--- config.mk ---
export PLATFORM = sky130hd
export DESIGN_NAME = ram_stream_reader
export DESIGN_NICKNAME = d
export VERILOG_FILES = /design/src/rtl/ram_stream_reader.sv
export SDC_FILE = /design/constraint.sdc
export NUM_CORES = 1
export LEC_CHECK = 0
export ABC_AREA = 1
export ABC_CLOCK_PERIOD_IN_PS = 3600
export CORE_MARGIN = 3
export CORE_UTILIZATION = 55
export DETAILED_ROUTE_END_ITERATION = 8
export PLACE_DENSITY = 0.81
export SLEW_MARGIN = 10
export SYNTH_ARGS = -nofsm -noshare
export SYNTH_HDL_FRONTEND = slang
export SYNTH_SLANG_ARGS = --single-unit
--- constraint.sdc ---
create_clock -name clk -period 3.6 [get_ports clk]
set_input_delay 0.9 -clock clk [delete_from_list [all_inputs] [get_ports clk]]
set_output_delay 0.9 -clock clk [all_outputs]
set_load 0.03 [all_outputs]
--- src/rtl/ram_stream_reader.sv ---
// Streaming port-B read sequencer: issues sequential RAM reads and buffers the returned words
// into a small FIFO that feeds a valid/ready stream. RAM_READER_LOOP_EN enables looping + stop.
module ram_stream_reader #(
  parameter int unsigned ADDR_SIZE  = 16,
  parameter int unsigned DATA_SIZE  = 32,
  parameter int unsigned FIFO_DEPTH = 4
) (
  input  logic                 clk,
  input  logic                 nrst,
  input  logic                 start,
  input  logic [ADDR_SIZE-1:0] base_addr,
  input  logic [ADDR_SIZE:0]   length,
  output logic                 busy,
  output logic                 done,
  output logic [ADDR_SIZE-1:0] addr_B,
  output logic                 r_e_B,
  input  logic [DATA_SIZE-1:0] data_out_B,
  output logic [DATA_SIZE-1:0] m_data,
  output logic                 m_valid,
  input  logic                 m_ready
`ifdef RAM_READER_LOOP_EN
  ,
  input  logic                 stop
`endif
);

  localparam int unsigned PtrW = (FIFO_DEPTH > 1) ? $clog2(FIFO_DEPTH) : 1;
  localparam int unsigned CntW = PtrW + 1;
  localparam logic [CntW:0] Depth = (CntW + 1)'(FIFO_DEPTH);

  localparam logic [1:0] StIdle  = 2'd0;
  localparam logic [1:0] StRun   = 2'd1;
  localparam logic [1:0] StDrain = 2'd2;

  logic loop_en;
  logic stop_req;

`ifdef RAM_READER_LOOP_EN
  assign loop_en  = 1'b1;
  assign stop_req = stop;
`else
  assign loop_en  = 1'b0;
  assign stop_req = 1'b0;
`endif

  logic [1:0]           state_q, state_d;
  logic [ADDR_SIZE-1:0] base_q, base_d;
  logic [ADDR_SIZE-1:0] cur_q, cur_d;
  logic [ADDR_SIZE:0]   len_q, len_d;
  logic [ADDR_SIZE:0]   issued_q, issued_d;
  logic                 done_q, done_d;
  logic                 inflight_q;

  logic [DATA_SIZE-1:0] mem_q [FIFO_DEPTH];
  logic [PtrW-1:0]      wr_ptr_q, rd_ptr_q;
  logic [CntW-1:0]      count_q;

  logic                 push;
  logic                 pop;
  logic                 credit;
  logic                 issue;
  logic                 last_issue;
  logic [CntW:0]        occupancy;

  assign push = inflight_q;
  assign pop  = (count_q != '0) && m_ready;

  // Occupancy after this edge if we issue now: the word in flight lands next cycle.
  assign occupancy = {1'b0, count_q} + {{CntW{1'b0}}, inflight_q} - {{CntW{1'b0}}, pop};
  assign credit    = occupancy < Depth;

  assign issue      = (state_q == StRun) && credit && !stop_req;
  assign last_issue = (issued_q + (ADDR_SIZE + 1)'(1)) == len_q;

  always_comb begin
    state_d  = state_q;
    base_d   = base_q;
    len_d    = len_q;
    cur_d    = cur_q;
    issued_d = issued_q;
    done_d   = 1'b0;

    case (state_q)
      StIdle: begin
        if (start) begin
          if (length != '0) begin
            base_d   = base_addr;
            len_d    = length;
            cur_d    = base_addr;
            issued_d = '0;
            state_d  = StRun;
          end else begin
            done_d = 1'b1;
          end
        end
      end

      StRun: begin
        if (stop_req) begin
          state_d = StDrain;
        end else if (issue) begin
          if (last_issue && loop_en) begin
            // Reload in the same cycle so the next read follows without a bubble.
            cur_d    = base_q;
            issued_d = '0;
          end else begin
            cur_d    = cur_q + ADDR_SIZE'(1);
            issued_d = issued_q + (ADDR_SIZE + 1)'(1);
            if (last_issue) begin
              state_d = StDrain;
            end
          end
        end
      end

      StDrain: begin
        if ((count_q == '0) && !inflight_q) begin
          state_d = StIdle;
          done_d  = 1'b1;
        end
      end

      default: state_d = StIdle;
    endcase
  end

  always_ff @(posedge clk or negedge nrst) begin
    if (!nrst) begin
      state_q    <= StIdle;
      base_q     <= '0;
      len_q      <= '0;
      cur_q      <= '0;
      issued_q   <= '0;
      done_q     <= 1'b0;
      inflight_q <= 1'b0;
    end else begin
      state_q    <= state_d;
      base_q     <= base_d;
      len_q      <= len_d;
      cur_q      <= cur_d;
      issued_q   <= issued_d;
      done_q     <= done_d;
      inflight_q <= issue;
    end
  end

  // Output FIFO; credit gating guarantees a push never meets a full buffer.
  always_ff @(posedge clk or negedge nrst) begin
    if (!nrst) begin
      for (int i = 0; i < FIFO_DEPTH; i++) begin
        mem_q[i] <= '0;
      end
      wr_ptr_q <= '0;
      rd_ptr_q <= '0;
      count_q  <= '0;
    end else begin
      if (push) begin
        mem_q[wr_ptr_q] <= data_out_B;
        wr_ptr_q        <= wr_ptr_q + PtrW'(1);
      end
      if (pop) begin
        rd_ptr_q <= rd_ptr_q + PtrW'(1);
      end
      case ({push, pop})
        2'b10:   count_q <= count_q + CntW'(1);
        2'b01:   count_q <= count_q - CntW'(1);
        default: count_q <= count_q;
      endcase
    end
  end

  assign busy    = state_q != StIdle;
  assign done    = done_q;
  assign r_e_B   = issue;
  assign addr_B  = cur_q;
  assign m_valid = count_q != '0;
  assign m_data  = mem_q[rd_ptr_q];

endmodule

Word-level counts from Yosys, hierarchy flattened:

Cells that the tools add are included.

* bits in registers: 189
* word-level logic and storage cells: 77

* add/subtract/negate cells: 8
* magnitude comparators: 4
* equality and inequality tests: 10
* muxes and demuxes: 25
* bitwise operators: 2
* reductions and logical operators: 15

Operators by type and width (number)
* 128-bit bitwise mux: 1
* 32-bit 2-to-1 mux: 3
* 32-bit binary-select mux with 2-bit select: 1
* 32-bit demux with 2-bit select: 1
* 17-bit 2-to-1 mux: 3
* 16-bit 2-to-1 mux: 3
* 17-bit case mux with 2 select lines: 1
* 16-bit case mux with 2 select lines: 1
* 17-bit by 1-bit adder with 17-bit output, second input constant: 1
* 17-bit == test: 1
* 17-bit nonzero test: 1
* 16-bit by 1-bit adder with 16-bit output, second input constant: 1
* 2-bit 2-to-1 mux: 5
* 2-bit inequality test, second input constant: 5
* 3-bit greater-or-equal comparator, second input constant: 2
* 2-bit inverter with 3-bit output: 2
* 2-bit case mux with 3 select lines: 1
* 3-bit case mux with 2 select lines: 1
* 2-bit nonzero test: 3
* 5-bit AND reduction: 1
* 2-bit by 1-bit adder with 2-bit output, second input constant: 2
* 3-bit by 1-bit adder with 4-bit output: 1
* 2-bit by 1-bit == test with 1-bit output, second input constant: 2
* 2-bit == test, second input constant: 2
* other kinds (14): 19

Depth between registers and ports, before layout:

Gate-level depths: netlist (run 1).

* depth after elaboration: 7
* depth in mapped cells: 17
* depth with buffers taken out: 15

Least setup slack after synthesis (run 1):

OpenSTA, ideal clock, no wires.

* kind: input-to-output
* start: in m_ready
* end: out r_e_B
* data arrival time: 2.265 ns
* slack: 0.435 ns
* stages on the path: 9
* buffers on the path: 0
* cells stage by stage: nand2_1 > inv_1 > ha_1 > inv_1 > ha_1 > a21oi_4 > xor2_2 > nand3_2 > inv_1

* longest elaborated chain between the ends: 4

RTL lines
* start: declaration: line 20 `input logic m_ready`
* 1-bit logical AND: line 66 `assign pop = (count_q != '0) && m_ready;`
* 4-bit by 1-bit subtractor with 4-bit output: line 69 `assign occupancy = {1'b0, count_q} + {{CntW{1'b0}}, inflight_q} - {{CntW{1'b0}}, pop};`
* 4-bit by 3-bit less-than comparator with 1-bit output: line 70 `assign credit = occupancy < Depth;`
* 1-bit logical AND: line 72 `assign issue = (state_q == StRun) && credit && !stop_req;`
* end: declaration: line 16 `output logic r_e_B,`

No other way between the ends.

Worst setup path in the final report (run 1):

Ends and elaborated chain as after synthesis.

==> results.tsv, run 1 <==
metric	value	unit
status	completed	
Worst Path Class, Setup	input pin to output port	
drt first pass iters	5	
post-synthesis xor/xnor area fraction	0.0207	
pre-CTS setup slack	-0.106	ns
initial drt markers	674	
Yosys top cell area share	0.508	
cell count after synthesis	1175	
Reg2Reg Capture Point	issued_q[13]	
R2R Setup Slk	0.94	ns
Req. time, crit path	2.70	ns
top_reg_cell synth	dfrtp_1	
CP startpoint	m_ready	
Tightest Pin Transition	1.11	ns
Worst Path Buf+Inv	5	
vias post-DR	8301	
Crit. End Element	output port	
largest area contributor in the netlist	dfrtp_1	
Non-Filler Instances	1502	
I/O Buffers	120	
dpl hpwl	14700	um
setup TNS	0	ns
first-pass GRT wire length	37800	um
startpoint types	input pin	
Final Cycle Share	0.983	
post-synthesis net count	1255	
Residual DRC	0	
Tmin final	3.54	ns
critical path's top delay family	buffers and inverters	
H-tree depth	4	
Leak	5.34	nW
Routed WL per cell	14.9	um
cell area power density	1010	nW/um^2
most common cell after layout, fill and taps aside	nand2_1	
final hold slack	0.262	ns
starting density of the core	0.573	
unrepaired setup endpoints after global routing	no	
Seq. cell area	4730	um^2
instance count on the critical path	11	
area growth from synthesis to layout	22.0	%
pin count of the biggest net entering global routing	111	
Warnings, synthesis	0	
Hold WC Path Type	input pin to async pin	
Die Y	136	um
setup violators final	0	
share of cells above drive strength 1	0.0568	
Yosys cell types	39	
Synth area leaders	dfrtp_1 51%, o21ai_0 12%, nand2_1 12%, nor2_1 5.0%, inv_1 4.2%	
nets	1354	
clk buf depth	2	
Seq cells post-synth	189	
simple-gate share of the synthesized area	0.217	
register area share after synthesis	0.508	
FMAX	283	MHz
DP Area	10700	um^2
die area	18500	um^2
Peak VDD IR	595	uV
depth of the most critical reg-to-reg path	16	
fill count	1326	
CP Capture Point	r_e_B	
wire length after detailed routing	22400	um
post-synthesis cell area	9300	um^2
most frequent CP cell	inv_1	
Final ANT Viol Nets	0	
Post-synth EDFFs	0	
diode count	0	
GRT Total Usage	0.251	
max-cap viol count	0	
worst setup margin	0.0628	ns
ys async rst share	1.00	
Post-CTS Setup Bufs	0	
die width	136	um
multiplexer area fraction after synthesis	0.00242	
Worst Skew	0.00775	ns
Rel. slew slack	0.254	
CTS tree	done	
Placed Cells	1471	
I/O Pins	121	
vias in the first global route	7874	
area of the multi-input gates	3950	um^2
combinational family with the most area after synthesis	simple AND/OR/NAND/NOR gates	
Mapped Avg Cell Area	7.92	um^2
crit path cell chain	clkdlybuf4s50_1, nand2_1, inv_1, ha_1, inv_1, ha_4, a21oi_4, xor2_2, nand3_2, inv_2, buf_6	
area share of fa/ha/maj cells after synthesis	0.0156	
slowest stage delay, CP	0.49	ns
CP arrival	2.64	ns
total grt overflow	0	
CP max FO	2	
final instance area	11400	um^2
row cnt	46	
GP Congestion	0.887	
worst flop-to-flop path startpoint	count_q[0]	
final count of hold timing violations	0	
clock net sink count	189	
core area	16200	um^2
final max-slew violation count	0	
Compound-Gate Fraction of Synth Area	0.166	
worst skew pair latency	0.43	ns
vias per std cell	5.53	
commonest non-fill, non-tap cells in the layout	292 x nand2_1, 226 x o21ai_0, 188 x dfrtp_1	
initial antenna violation count	0	
Reg clk slew, reported paths	0.07	ns
clock root cell	clkbuf_16	
Num CTS Buffers	17	
cell at the slowest stage of the critical path	clkdlybuf4s50_1	
-- how the worst min path moves through the flow --
stage / endpoint / from
floorplan: mem_q[32] / mem_q[32]
global placement: mem_q[61] / mem_q[61]
detailed placement: mem_q[40] / mem_q[40]
CTS: mem_q[1] / nrst
global route: mem_q[1] / nrst
finish: mem_q[1] / nrst
-- layer usage --
metal,track usage,up-vias,routed length [um]
met5,0,-,0
met4,0.0672,0,368
li1,-,4046,-
met3,0.0400,36,1390
met2,0.409,309,10700
met1,0.352,3910,9940
-- area by class of cell --
type	count	area share
inverters	106	0.0353
multi-input cells	822	0.348
clock buffers	18	0.0387
flip-flops and latches	189	0.417
well taps	216	0.0238
clock inverters	13	0.0137
repair buffers	138	0.124
-- logic make-up (layout without fill, tap and decap cells) --
group,count (synthesis),count (layout)
AOI/OAI and AO/OA,293,293
adders and majority gates,11,11
buffers and inverters,164,275
muxes,2,2
and+or+nand+nor,498,498
xor gates and xnor gates,18,18
DFF,189,189
-- cells in the mapped netlist (5+ instances only) --
| cell type | number |
|---|---|
| nand2_1 | 296 |
| o21ai_0 | 226 |
| dfrtp_1 | 189 |
| nor2_1 | 123 |
| inv_1 | 103 |
| clkbuf_1 | 49 |
| nand3_1 | 47 |
| o22ai_1 | 43 |
| a21oi_1 | 13 |
| xor2_1 | 11 |
| ha_1 | 10 |
| nand4_1 | 10 |
| nor3_1 | 7 |
| buf_2 | 5 |
| nand3b_1 | 5 |
-- flip-flops by register name (all words and copies together), names as in the netlist --
name,flops
issued_q,17
state_q,2
len_q,17
done,1
rd_ptr_q,2
wr_ptr_q,2
count_q,3
addr_B,16
mem_q,128
inflight_q,1
-- metrics by stage --
stage               power, mW   util
global placement         9.37  0.662
CTS                      11.5  0.700
floorplan                7.54      -
finish                   11.5  0.700
global route             12.4  0.700
detailed placement       9.57  0.662
-- repair_timing --
item,4_1_cts,5_1_grt
resized for setup,3,0
hold buffers,0,0
endpoints found under the setup margin,1,0
-- where the power goes --
group,switching [mW],leakage (nW),internal (mW),total (mW)
logic,3.52,2.74,2.28,5.80
registers,0.701,2.31,3.12,3.82
clock network,0.835,0.288,1.06,1.89
No activity file was read; power rests on OpenSTA's default activity.
==> run 2: changes to the inputs <==
==> constraint.sdc (replaced) <==
create_clock -name clk -period 3.6 [get_ports clk]
set_input_delay 1.08 -clock clk [delete_from_list [all_inputs] [get_ports clk]]
set_output_delay 1.08 -clock clk [all_outputs]
set_load 0.03 [all_outputs]
==> results.tsv, run 2 (synthesized netlist as in run 1, its figures left out) <==
metric	value	unit	change
status	completed		unchanged
I/O Pins	121		unchanged
clk buf depth	2		unchanged
Worst Path Buf+Inv	17		was 5
share of cells above drive strength 1	0.0942		was 0.0568
Worst Path Class, Setup	register to register		was input pin to output port
core area	16200	um^2	unchanged
Hold WC Path Type	register to register		was input pin to async pin
max-cap viol count	0		unchanged
crit path cell chain	nor3_2, inv_2, nand2_4, inv_2, buf_4, buf_4, buf_4, buf_4, buf_4, buf_4, buf_4, buf_4, buf_4, buf_4, buf_4, buf_4, buf_4, buf_4, ha_2, inv_2, fa_2, a21oi_1, o21ai_1, xor2_1		was clkdlybuf4s50_1, nand2_1, inv_1, ha_1, inv_1, ha_4, a21oi_4, xor2_2, nand3_2, inv_2, buf_6
final count of hold timing violations	0		unchanged
Tmin final	3.58	ns	was 3.54 ns
final hold slack	0.481	ns	was 0.262 ns
CTS tree	done		unchanged
slowest stage delay, CP	0.43	ns	was 0.49 ns
clock root cell	clkbuf_16		unchanged
starting density of the core	0.573		unchanged
nets	1394		was 1354
area growth from synthesis to layout	25.5	%	was 22.0%
max reg flops	128		unchanged
CP arrival	3.94	ns	was 2.64 ns
Num CTS Buffers	17		unchanged
final instance area	11700	um^2	was 11400 um^2
CP max FO	4		was 2
initial antenna violation count	0		unchanged
Seq. cell area	4730	um^2	unchanged
cell at the slowest stage of the critical path	dfrtp_1		was clkdlybuf4s50_1
vias post-DR	8583		was 8301
wire length after detailed routing	24500	um	was 22400 um
commonest non-fill, non-tap cells in the layout	291 x nand2_1, 224 x o21ai_0, 188 x dfrtp_1		was 292 x nand2_1, 226 x o21ai_0, 188 x dfrtp_1
total grt overflow	0		unchanged
H-tree depth	4		unchanged
fill count	1276		was 1326
Final Cycle Share	0.996		was 0.983
first-pass GRT wire length	39000	um	was 37800 um
vias in the first global route	8127		was 7874
drt first pass iters	6		was 5
die width	136	um	unchanged
setup violators final	0		unchanged
Routed WL per cell	15.9	um	was 14.9 um
vias per std cell	5.56		was 5.53
critical path's top delay family	buffers and inverters		unchanged
row cnt	46		unchanged
Reg clk slew, reported paths	0.07	ns	about the same
worst setup margin	0.0162	ns	was 0.0628 ns
Final ANT Viol Nets	0		unchanged
die area	18500	um^2	unchanged
pin count of the biggest net entering global routing	76		was 111
GP Congestion	0.875		was 0.887
Leak	5.55	nW	was 5.34 nW
area of the multi-input gates	3980	um^2	was 3950 um^2
initial drt markers	689		was 674
setup TNS	0	ns	unchanged
most frequent CP cell	buf_4		was inv_1
Non-Filler Instances	1543		was 1502
Residual DRC	0		unchanged
Die Y	136	um	unchanged
worst skew pair latency	0.44	ns	was 0.43 ns
dpl hpwl	14900	um	was 14700 um
GRT Total Usage	0.264		was 0.251
cell area power density	1010	nW/um^2	about the same
pre-CTS setup slack	-0.533	ns	was -0.106 ns
Req. time, crit path	3.96	ns	was 2.70 ns
Worst Skew	0.0107	ns	was 0.00775 ns
startpoint types	register		was input pin
Rel. slew slack	0.227		was 0.254
diode count	0		unchanged
final max-slew violation count	0		unchanged
top flop regs	mem_q x128, issued_q x17, len_q x17		unchanged
Peak VDD IR	566	uV	was 595 uV
FMAX	279	MHz	was 283 MHz
Placed Cells	1472		was 1471
Most flops, register	mem_q		unchanged
clock net sink count	189		unchanged
I/O Buffers	120		unchanged
DP Area	10700	um^2	about the same
Crit. End Element	register		was output port
Tightest Pin Transition	1.15	ns	was 1.11 ns
most common cell after layout, fill and taps aside	nand2_1		unchanged
## run 2: tightest hold or removal path: stages, from the launching register on
cell     delay [ns]
dfrtp_1        0.34
nand2_1        0.05
o21ai_0        0.06
## run 2: through the flow
step	utilization	power (mW)
2_1_floorplan	-	7.54
5_1_grt	0.720	12.7
6_report	0.720	11.9
3_3_place_gp	0.662	9.32
3_5_place_dp	0.662	9.52
4_1_cts	0.714	11.6
## run 2: power breakdown
group	internal [mW]	switching, mW	leakage [nW]
Sequential	3.12	0.687	2.31
Combinational	2.49	3.70	2.95
Clock	1.04	0.806	0.285
Total	6.66	5.20	5.55
## run 2: final cells by class
cell class / count / share of cell area
timing repair buffer: 178 / 0.147
clock buffer: 23 / 0.0426
tap: 216 / 0.0231
inverter: 106 / 0.0347
multi-input combinational: 822 / 0.341
sequential: 189 / 0.405
clock inverter: 9 / 0.00707
## run 2: worst paths after layout
check	from	end	slack, ns	cells past startpoint
min	mem_q[69]	mem_q[69]	0.48	2
max	count_q[1]	count_q[2]	0.02	24
min reg2reg	mem_q[69]	mem_q[69]	0.48	2
max reg2reg	count_q[1]	count_q[2]	0.02	24
max in group asynchronous	nrst	addr_B[7]	2.01	2
min in group asynchronous	nrst	mem_q[0]	0.66	1
## run 2: what timing repair did
action | in CTS | in global routing
setup buffers | 33 | 7
hold buffers | 0 | 0
pin swaps | 3 | 5
setup endpoints to repair | 1 | 27
resized for setup | 8 | 22
## run 2: layer usage
metal / part of all wire / track usage / vias to the layer above
met5: 0 / 0 / -
li1: - / - / 4119
met1: 0.42 / 0.347 / 4079
met3: 0.062 / 0.0537 / 52
met4: 0.024 / 0.103 / 0
met2: 0.49 / 0.434 / 333
